File: src/rtl/collision_scorer.sv
// -----------------------------------------------------------------------------
// collision_scorer
//
// Purpose:
//   Tests the dino bounding box against two obstacle boxes every clock,
//   confirms a hit over HIT_FRAMES consecutive frames, and runs the game state
//   machine (IDLE / RUN / DYING / OVER). It keeps a 4-digit BCD score and,
//   optionally, a BCD high score. It also drives game_rst back to the obstacle
//   and dino stages.
//
// Optional feature:
//   COLLISION_SCORER_HIGH_SCORE_EN
//     - Defined: the high-score register is kept. On entry to OVER it is
//       updated when the final score beats it.
//     - Undefined: high_score is tied to 0x0000.
//
// Ports:
//   clk            in   system clock
//   rst            in   asynchronous active-high reset
//   frame_tick     in   one-cycle pulse per video frame
//   start          in   debounced start/jump button level
//   dino_h/dino_v  in   dino left / top edge (10 bits)
//   obsN_h         in   obstacle right edge (upper-right reference point)
//   obsN_v         in   obstacle top edge
//   obsN_width     in   obstacle width (8 bits)
//   obsN_height    in   obstacle height (8 bits)
//   running        out  high in RUN
//   dying          out  high in DYING
//   game_over      out  high in OVER
//   game_rst       out  one-cycle pulse on entry to RUN
//   hit_now        out  registered overlap flag (either obstacle)
//   score          out  4-digit BCD score, digit 3 in [15:12]
//   high_score     out  4-digit BCD high score
// -----------------------------------------------------------------------------
module collision_scorer #(
   parameter int DINO_W       = 40,
   parameter int DINO_H       = 43,
   parameter int HIT_FRAMES   = 2,
   parameter int DEATH_FRAMES = 30,
   parameter int SCORE_DIV    = 6
) (
   input  logic        clk,
   input  logic        rst,
   input  logic        frame_tick,
   input  logic        start,
   input  logic [9:0]  dino_h,
   input  logic [9:0]  dino_v,
   input  logic [9:0]  obs0_h,
   input  logic [9:0]  obs0_v,
   input  logic [7:0]  obs0_width,
   input  logic [7:0]  obs0_height,
   input  logic [9:0]  obs1_h,
   input  logic [9:0]  obs1_v,
   input  logic [7:0]  obs1_width,
   input  logic [7:0]  obs1_height,
   output logic        running,
   output logic        dying,
   output logic        game_over,
   output logic        game_rst,
   output logic        hit_now,
   output logic [15:0] score,
   output logic [15:0] high_score
);

   localparam logic [10:0] DW_11      = 11'(DINO_W);
   localparam logic [10:0] DH_11      = 11'(DINO_H);
   localparam logic [3:0]  HIT_LIM    = 4'(HIT_FRAMES);
   localparam logic [5:0]  DIV_LAST   = 6'(SCORE_DIV - 1);
   localparam logic [7:0]  DEATH_LAST = 8'(DEATH_FRAMES - 1);

   typedef enum logic [1:0] {
      S_IDLE,
      S_RUN,
      S_DYING,
      S_OVER
   } state_t;

   // --------------------------------------------------------------------------
   // Box overlap test. All arithmetic is 11-bit unsigned, so right and bottom
   // edges near the 10-bit limit do not wrap. When the width exceeds the right
   // edge, the left edge clamps to 0.
   // Edges that only touch are not an overlap (strict comparisons).
   // --------------------------------------------------------------------------
   function automatic logic box_overlap(
      input logic [10:0] d_left,
      input logic [10:0] d_right,
      input logic [10:0] d_top,
      input logic [10:0] d_bottom,
      input logic [9:0]  o_h,
      input logic [9:0]  o_v,
      input logic [7:0]  o_w,
      input logic [7:0]  o_ht
   );
      logic [10:0] o_right;
      logic [10:0] o_left;
      logic [10:0] o_top;
      logic [10:0] o_bottom;
      o_right  = {1'b0, o_h};
      o_left   = ({3'b000, o_w} > o_right) ? 11'd0 : (o_right - {3'b000, o_w});
      o_top    = {1'b0, o_v};
      o_bottom = o_top + {3'b000, o_ht};
      return (d_left < o_right) && (d_right > o_left) &&
             (d_top < o_bottom) && (d_bottom > o_top);
   endfunction

   // --------------------------------------------------------------------------
   // BCD increment with per-digit carry. The value saturates at 9999.
   // --------------------------------------------------------------------------
   function automatic logic [15:0] bcd_inc(input logic [15:0] v);
      logic [15:0] r;
      logic        carry;
      r     = v;
      carry = 1'b1;
      if (v != 16'h9999) begin
         for (int i = 0; i < 4; i++) begin
            if (carry) begin
               if (r[i*4 +: 4] == 4'd9) begin
                  r[i*4 +: 4] = 4'd0;
               end else begin
                  r[i*4 +: 4] = r[i*4 +: 4] + 4'd1;
                  carry       = 1'b0;
               end
            end
         end
      end
      return r;
   endfunction

   // Dino box edges.
   logic [10:0] dino_left;
   logic [10:0] dino_right;
   logic [10:0] dino_top;
   logic [10:0] dino_bottom;
   logic        overlap_p0;

   assign dino_left   = {1'b0, dino_h};
   assign dino_right  = {1'b0, dino_h} + DW_11;
   assign dino_top    = {1'b0, dino_v};
   assign dino_bottom = {1'b0, dino_v} + DH_11;

   assign overlap_p0 =
      box_overlap(dino_left, dino_right, dino_top, dino_bottom,
                  obs0_h, obs0_v, obs0_width, obs0_height) ||
      box_overlap(dino_left, dino_right, dino_top, dino_bottom,
                  obs1_h, obs1_v, obs1_width, obs1_height);

   // ---- stage p0 -> p1: registered overlap flag, evaluated in every state ----
   always_ff @(posedge clk or posedge rst) begin
      if (rst) begin
         hit_now <= 1'b0;
      end else begin
         hit_now <= overlap_p0;
      end
   end

   // Game state and counters.
   state_t      state;
   state_t      state_n;
   logic        start_q;
   logic        start_edge;
   logic [15:0] score_r;
   logic [15:0] score_n;
   logic [3:0]  hit_cnt;
   logic [3:0]  hit_cnt_n;
   logic [5:0]  div_cnt;
   logic [5:0]  div_cnt_n;
   logic [7:0]  death_cnt;
   logic [7:0]  death_cnt_n;
   logic        game_rst_n;

   assign start_edge = start && !start_q;

   always_ff @(posedge clk or posedge rst) begin
      if (rst) begin
         state     <= S_IDLE;
         start_q   <= 1'b0;
         score_r   <= 16'h0000;
         hit_cnt   <= 4'd0;
         div_cnt   <= 6'd0;
         death_cnt <= 8'd0;
         game_rst  <= 1'b0;
      end else begin
         state     <= state_n;
         start_q   <= start;
         score_r   <= score_n;
         hit_cnt   <= hit_cnt_n;
         div_cnt   <= div_cnt_n;
         death_cnt <= death_cnt_n;
         game_rst  <= game_rst_n;
      end
   end

   always_comb begin
      state_n     = state;
      score_n     = score_r;
      hit_cnt_n   = hit_cnt;
      div_cnt_n   = div_cnt;
      death_cnt_n = death_cnt;
      game_rst_n  = 1'b0;

      case (state)
         S_IDLE, S_OVER: begin
            // In OVER, a start edge takes priority over anything a frame_tick
            // in the same clock would do. OVER has no tick action anyway.
            if (start_edge) begin
               state_n    = S_RUN;
               score_n    = 16'h0000;
               hit_cnt_n  = 4'd0;
               div_cnt_n  = 6'd0;
               game_rst_n = 1'b1;
            end
         end

         S_RUN: begin
            if (frame_tick) begin
               // Scoring still applies on the frame that confirms the hit.
               if (div_cnt == DIV_LAST) begin
                  div_cnt_n = 6'd0;
                  score_n   = bcd_inc(score_r);
               end else begin
                  div_cnt_n = div_cnt + 6'd1;
               end

               if (hit_now) begin
                  hit_cnt_n = hit_cnt + 4'd1;
                  if ((hit_cnt + 4'd1) == HIT_LIM) begin
                     state_n     = S_DYING;
                     death_cnt_n = 8'd0;
                  end
               end else begin
                  hit_cnt_n = 4'd0;
               end
            end
         end

         S_DYING: begin
            if (frame_tick) begin
               if (death_cnt == DEATH_LAST) begin
                  state_n = S_OVER;
               end else begin
                  death_cnt_n = death_cnt + 8'd1;
               end
            end
         end

         default: begin
            state_n = S_IDLE;
         end
      endcase
   end

   assign running   = (state == S_RUN);
   assign dying     = (state == S_DYING);
   assign game_over = (state == S_OVER);
   assign score     = score_r;

`ifdef COLLISION_SCORER_HIGH_SCORE_EN
   // The score is frozen in DYING, so the value compared here is the final
   // score. A plain unsigned compare of packed BCD matches the decimal order.
   logic [15:0] high_r;
   logic        over_entry;

   assign over_entry = (state == S_DYING) && frame_tick && (death_cnt == DEATH_LAST);

   always_ff @(posedge clk or posedge rst) begin
      if (rst) begin
         high_r <= 16'h0000;
      end else if (over_entry && (score_r > high_r)) begin
         high_r <= score_r;
      end
   end

   assign high_score = high_r;
`else
   assign high_score = 16'h0000;
`endif

endmodule

File: config.mk
export PLATFORM = sky130hd
export DESIGN_NAME = collision_scorer
export DESIGN_NICKNAME = d
export VERILOG_FILES = /design/src/rtl/collision_scorer.sv
export SDC_FILE = /design/constraint.sdc
export NUM_CORES = 1
export LEC_CHECK = 0
export ABC_AREA = 1
export BUFFER_PORTS_ARGS = -buffer_cell sky130_fd_sc_hd__buf_2
export CORE_ASPECT_RATIO = 2
export CORE_MARGIN = 5
export CORE_UTILIZATION = 40
export CTS_BUF_LIST = sky130_fd_sc_hd__clkbuf_16
export DETAILED_ROUTE_END_ITERATION = 10
export PLACE_DENSITY_LB_ADDON = 0.12
export SLEW_MARGIN = 25
export SYNTH_ARGS = -nofsm -noshare
export SYNTH_HDL_FRONTEND = slang
export SYNTH_SLANG_ARGS = --single-unit
File: constraint.sdc
create_clock -name clk -period 2 [get_ports clk]
set_clock_uncertainty 0.2 [all_clocks]
set_input_delay 0.4 -clock clk [delete_from_list [all_inputs] [get_ports clk]]
set_output_delay 0.4 -clock clk [all_outputs]
set_load 0.01 [all_outputs]
==> reports/qor.yml <==
ys_seq_area_share_pct: 15.7
grt_max_degree: 40
synth_xor_xnor_area_share_pct: 5.49
die_h_um: 186
power.share.combinational_pct: 68.6
final_nets: 1440
hold_viol: 0
worstMarginPinSlew_ps: 531
ys_seq_elements: 39
drt_iter0_markers: 124
dieArea_um2: 18300
fin_crit_ps: 2660
num_vias: 6805
cts_htree_levels: 2
synth-simple-area-share_pct: 27.3
grt_pass1_vias: 7105
fmaxAchievable_mhz: 376
power_mw: 5.98
violations: "setup timing"
setup_violations: 1
p_leak_nw: 5.03
cts_buffer_depth: 2
synth_cells: 906
totalWireLength_um: 18600
period_share_pct: 133
track_usage_pct: 20.2
wl_per_cell_um: 13.2
critPathKind: "in2reg"
die_x_um: 98.2
antenna_found_initial: 0
grt_pass1_wl_um: 30200
drv_cap: 0
powerDensity_nw_per_um2: 676
area_growth_pct: 42.2
port_buffers: 116
final_common_cell: "nand2_1"
avgSynthCellArea_um2: 6.87
post-route-worst-setup-slack_ps: -660
critPathMaxFanout: 9
routabilityCongestion: 0.832
ys_warn_count: 0
drt_pass1_iterations: 4
vdd_ir_drop_max_uv: 440
rows: 64
drive_gt1_share_pct: 32.3
crit_path_start: "obs0_h[3]"
cts.hold.buffers_added: 0
synth_cell_types: 41
sw_frac_of_total_pct: 44.2
synth_adder_area_share_pct: 27.4
syn-cell-area_um2: 6220
cp-end-kind: "register"
net-switching-power_mw: 2.64
slew_violations: 0
dp.cells: 1391
p_clk_share_pct: 12.9
synth-compound-area-share_pct: 12.2
cts_inserted_buffers: 5
p_seq_share_pct: 18.5
crit_required_ps: 2030
grt-ovfl-total: 0
synthMuxAreaShare_pct: 0.161
clock_latency_ps: 290
ioPinCount: 133
critical_path_arrival_ps: 2690
diodes: 0
start_util_pct: 40.7
postRouteAntennaNets: 0
outcome: "finished, violations left"
dp_hpwl_um: 16500
intPower_mw: 3.34
clkSinkCount: 39
drc: 0
reg2reg_from: "state[0]$_DFFE_PP0P_"
hp-class: "in2async"
core_um2: 15300
cts-root-buf: "clkbuf_16"
cts_tree: "yes"
final-instance-count-excl-fill: 1409
slew_headroom_pct: 64.6
vias_per_cell: 4.83
start_kind: "primary input"
clk_pin_slew_ps: 60
final_cell_mix: "195 x nand2_1, 181 x buf_4, 148 x inv_1, 120 x ha_1, 113 x buf_2"
rsz0062_at_grt: "yes"
synth_top_family_by_area: "adder cells"
[Yosys cell counts]
library cell / instances / area [um2]
buf_2: 1 / 5.00
dfrtp_1: 39 / 976
nor3b_1: 6 / 45.0
mux2i_1: 1 / 10.0
inv_2: 2 / 7.51
nor4_1: 2 / 12.5
buf_6: 1 / 11.3
a21oi_1: 60 / 300
nand3_1: 61 / 305
nor2_2: 2 / 12.5
nand2_4: 2 / 22.5
clkbuf_1: 2 / 7.51
o31ai_1: 1 / 7.51
a21o_1: 6 / 45.0
nor2_4: 3 / 33.8
ha_1: 130 / 1630
fa_1: 4 / 80.1
o21ai_0: 40 / 200
o21ai_1: 4 / 20.0
nor2_1: 50 / 188
nand3b_1: 5 / 37.5
buf_4: 16 / 120
nand4_1: 22 / 138
nand2_2: 2 / 12.5
conb_1: 1 / 3.75
o22ai_1: 2 / 12.5
xnor2_1: 13 / 114
o31a_1: 1 / 8.76
a41oi_2: 1 / 16.3
xor2_1: 26 / 228
a21boi_0: 4 / 30.0
and3_1: 2 / 12.5
o2111ai_1: 2 / 17.5
nor3_1: 7 / 35.0
o21a_1: 6 / 45.0
inv_1: 154 / 578
or2_2: 11 / 68.8
o311ai_0: 1 / 8.76
a31oi_1: 5 / 31.3
o211ai_1: 2 / 15.0
nand2_1: 206 / 773
[final timing paths]
| check | end | slack, ps | cells past startpoint |
|---|---|---|---|
| worst max-delay path | hit_now$_DFF_PP0_ | -660 | 18 |
| worst min-delay path | score[2]$_DFFE_PP0P_ | 30 | 3 |
| worst max register to register | score[7]$_DFFE_PP0P_ | 70 | 12 |
| worst min register to register | game_rst$_DFF_PP0_ | 280 | 1 |
| max in group asynchronous | div_cnt[1]$_DFFE_PP0P_ | 1190 | 3 |
| min in group clk | start_q$_DFF_PP0_ | 40 | 1 |
[cells by family after synthesis]
group           Yosys count
buf+inv                 176
flops                    39
compound gates          135
xor+xnor                 39
other cells               1
simple gates            381
mux                       1
fa+ha+maj               134
[power groups by stage]
stage / registers [mW] / clock network (mW) / logic, mW
final: 1.11 / 0.770 / 4.10
after global routing: 1.13 / 0.822 / 4.61
after CTS: 1.10 / 0.785 / 3.88
after detailed placement: 1.11 / 0 / 3.74
after global placement: 1.11 / 0 / 3.70
after floorplan: 1.16 / 0 / 2.07
[metrics by stage]
stage / setup TNS (ps) / utilization [%] / instance area (um2) / setup slack [ps] / hold WS [ps]
after global placement: -985 / 54.4 / 8330 / -985 / 230
after global routing: -930 / 57.8 / 8850 / -867 / 36.5
final: -660 / 57.8 / 8850 / -660 / 32.9
after CTS: -693 / 56.2 / 8590 / -693 / 35.8
after detailed placement: -1040 / 54.4 / 8330 / -1040 / 233
after floorplan: -684 / - / 6310 / -684 / 207
[critical path: stages]
cell	delay, ps
buf_2	100
ha_1	310
inv_1	60
nor3_1	200
nand2_1	110
a21oi_2	160
inv_1	90
nand2_4	120
nand3_1	150
ha_1	350
nand2_1	80
o21ai_1	150
nand2_1	60
nand3_1	80
nand2_1	50
nor2_1	80
nand3_1	80
nand2_1	60
[per-layer routing]
| metal | track usage [%] | part of all wire (%) |
|---|---|---|
| met4 | 10.1 | 4.5 |
| met1 | 15.3 | 30 |
| met2 | 45.5 | 63 |
| met3 | 1.98 | 3.3 |
| met5 | 0 | 0 |
[flip-flops by register name, summed over array words and instances (netlist names)]
signal,cells
state,2
death_cnt,8
hit_now,1
game_rst,1
hit_cnt,4
start_q,1
score,16
div_cnt,6
[timing repair]
action | in CTS | in global routing
setup endpoints to repair | 3 | 25
gates resized for setup | 26 | 55
setup buffers | 5 | 5
pin swaps | 25 | 32
[layout make-up]
class | instances | area, um2
clock inverters | 3 | 12.5
fillers | 1577 | 6450
multi-input cells | 706 | 4860
well taps | 198 | 248
flip-flops and latches | 39 | 976
inverters | 156 | 598
repair buffers | 302 | 2030
clock buffers | 5 | 125
No activity file was read; power rests on OpenSTA's default activity.
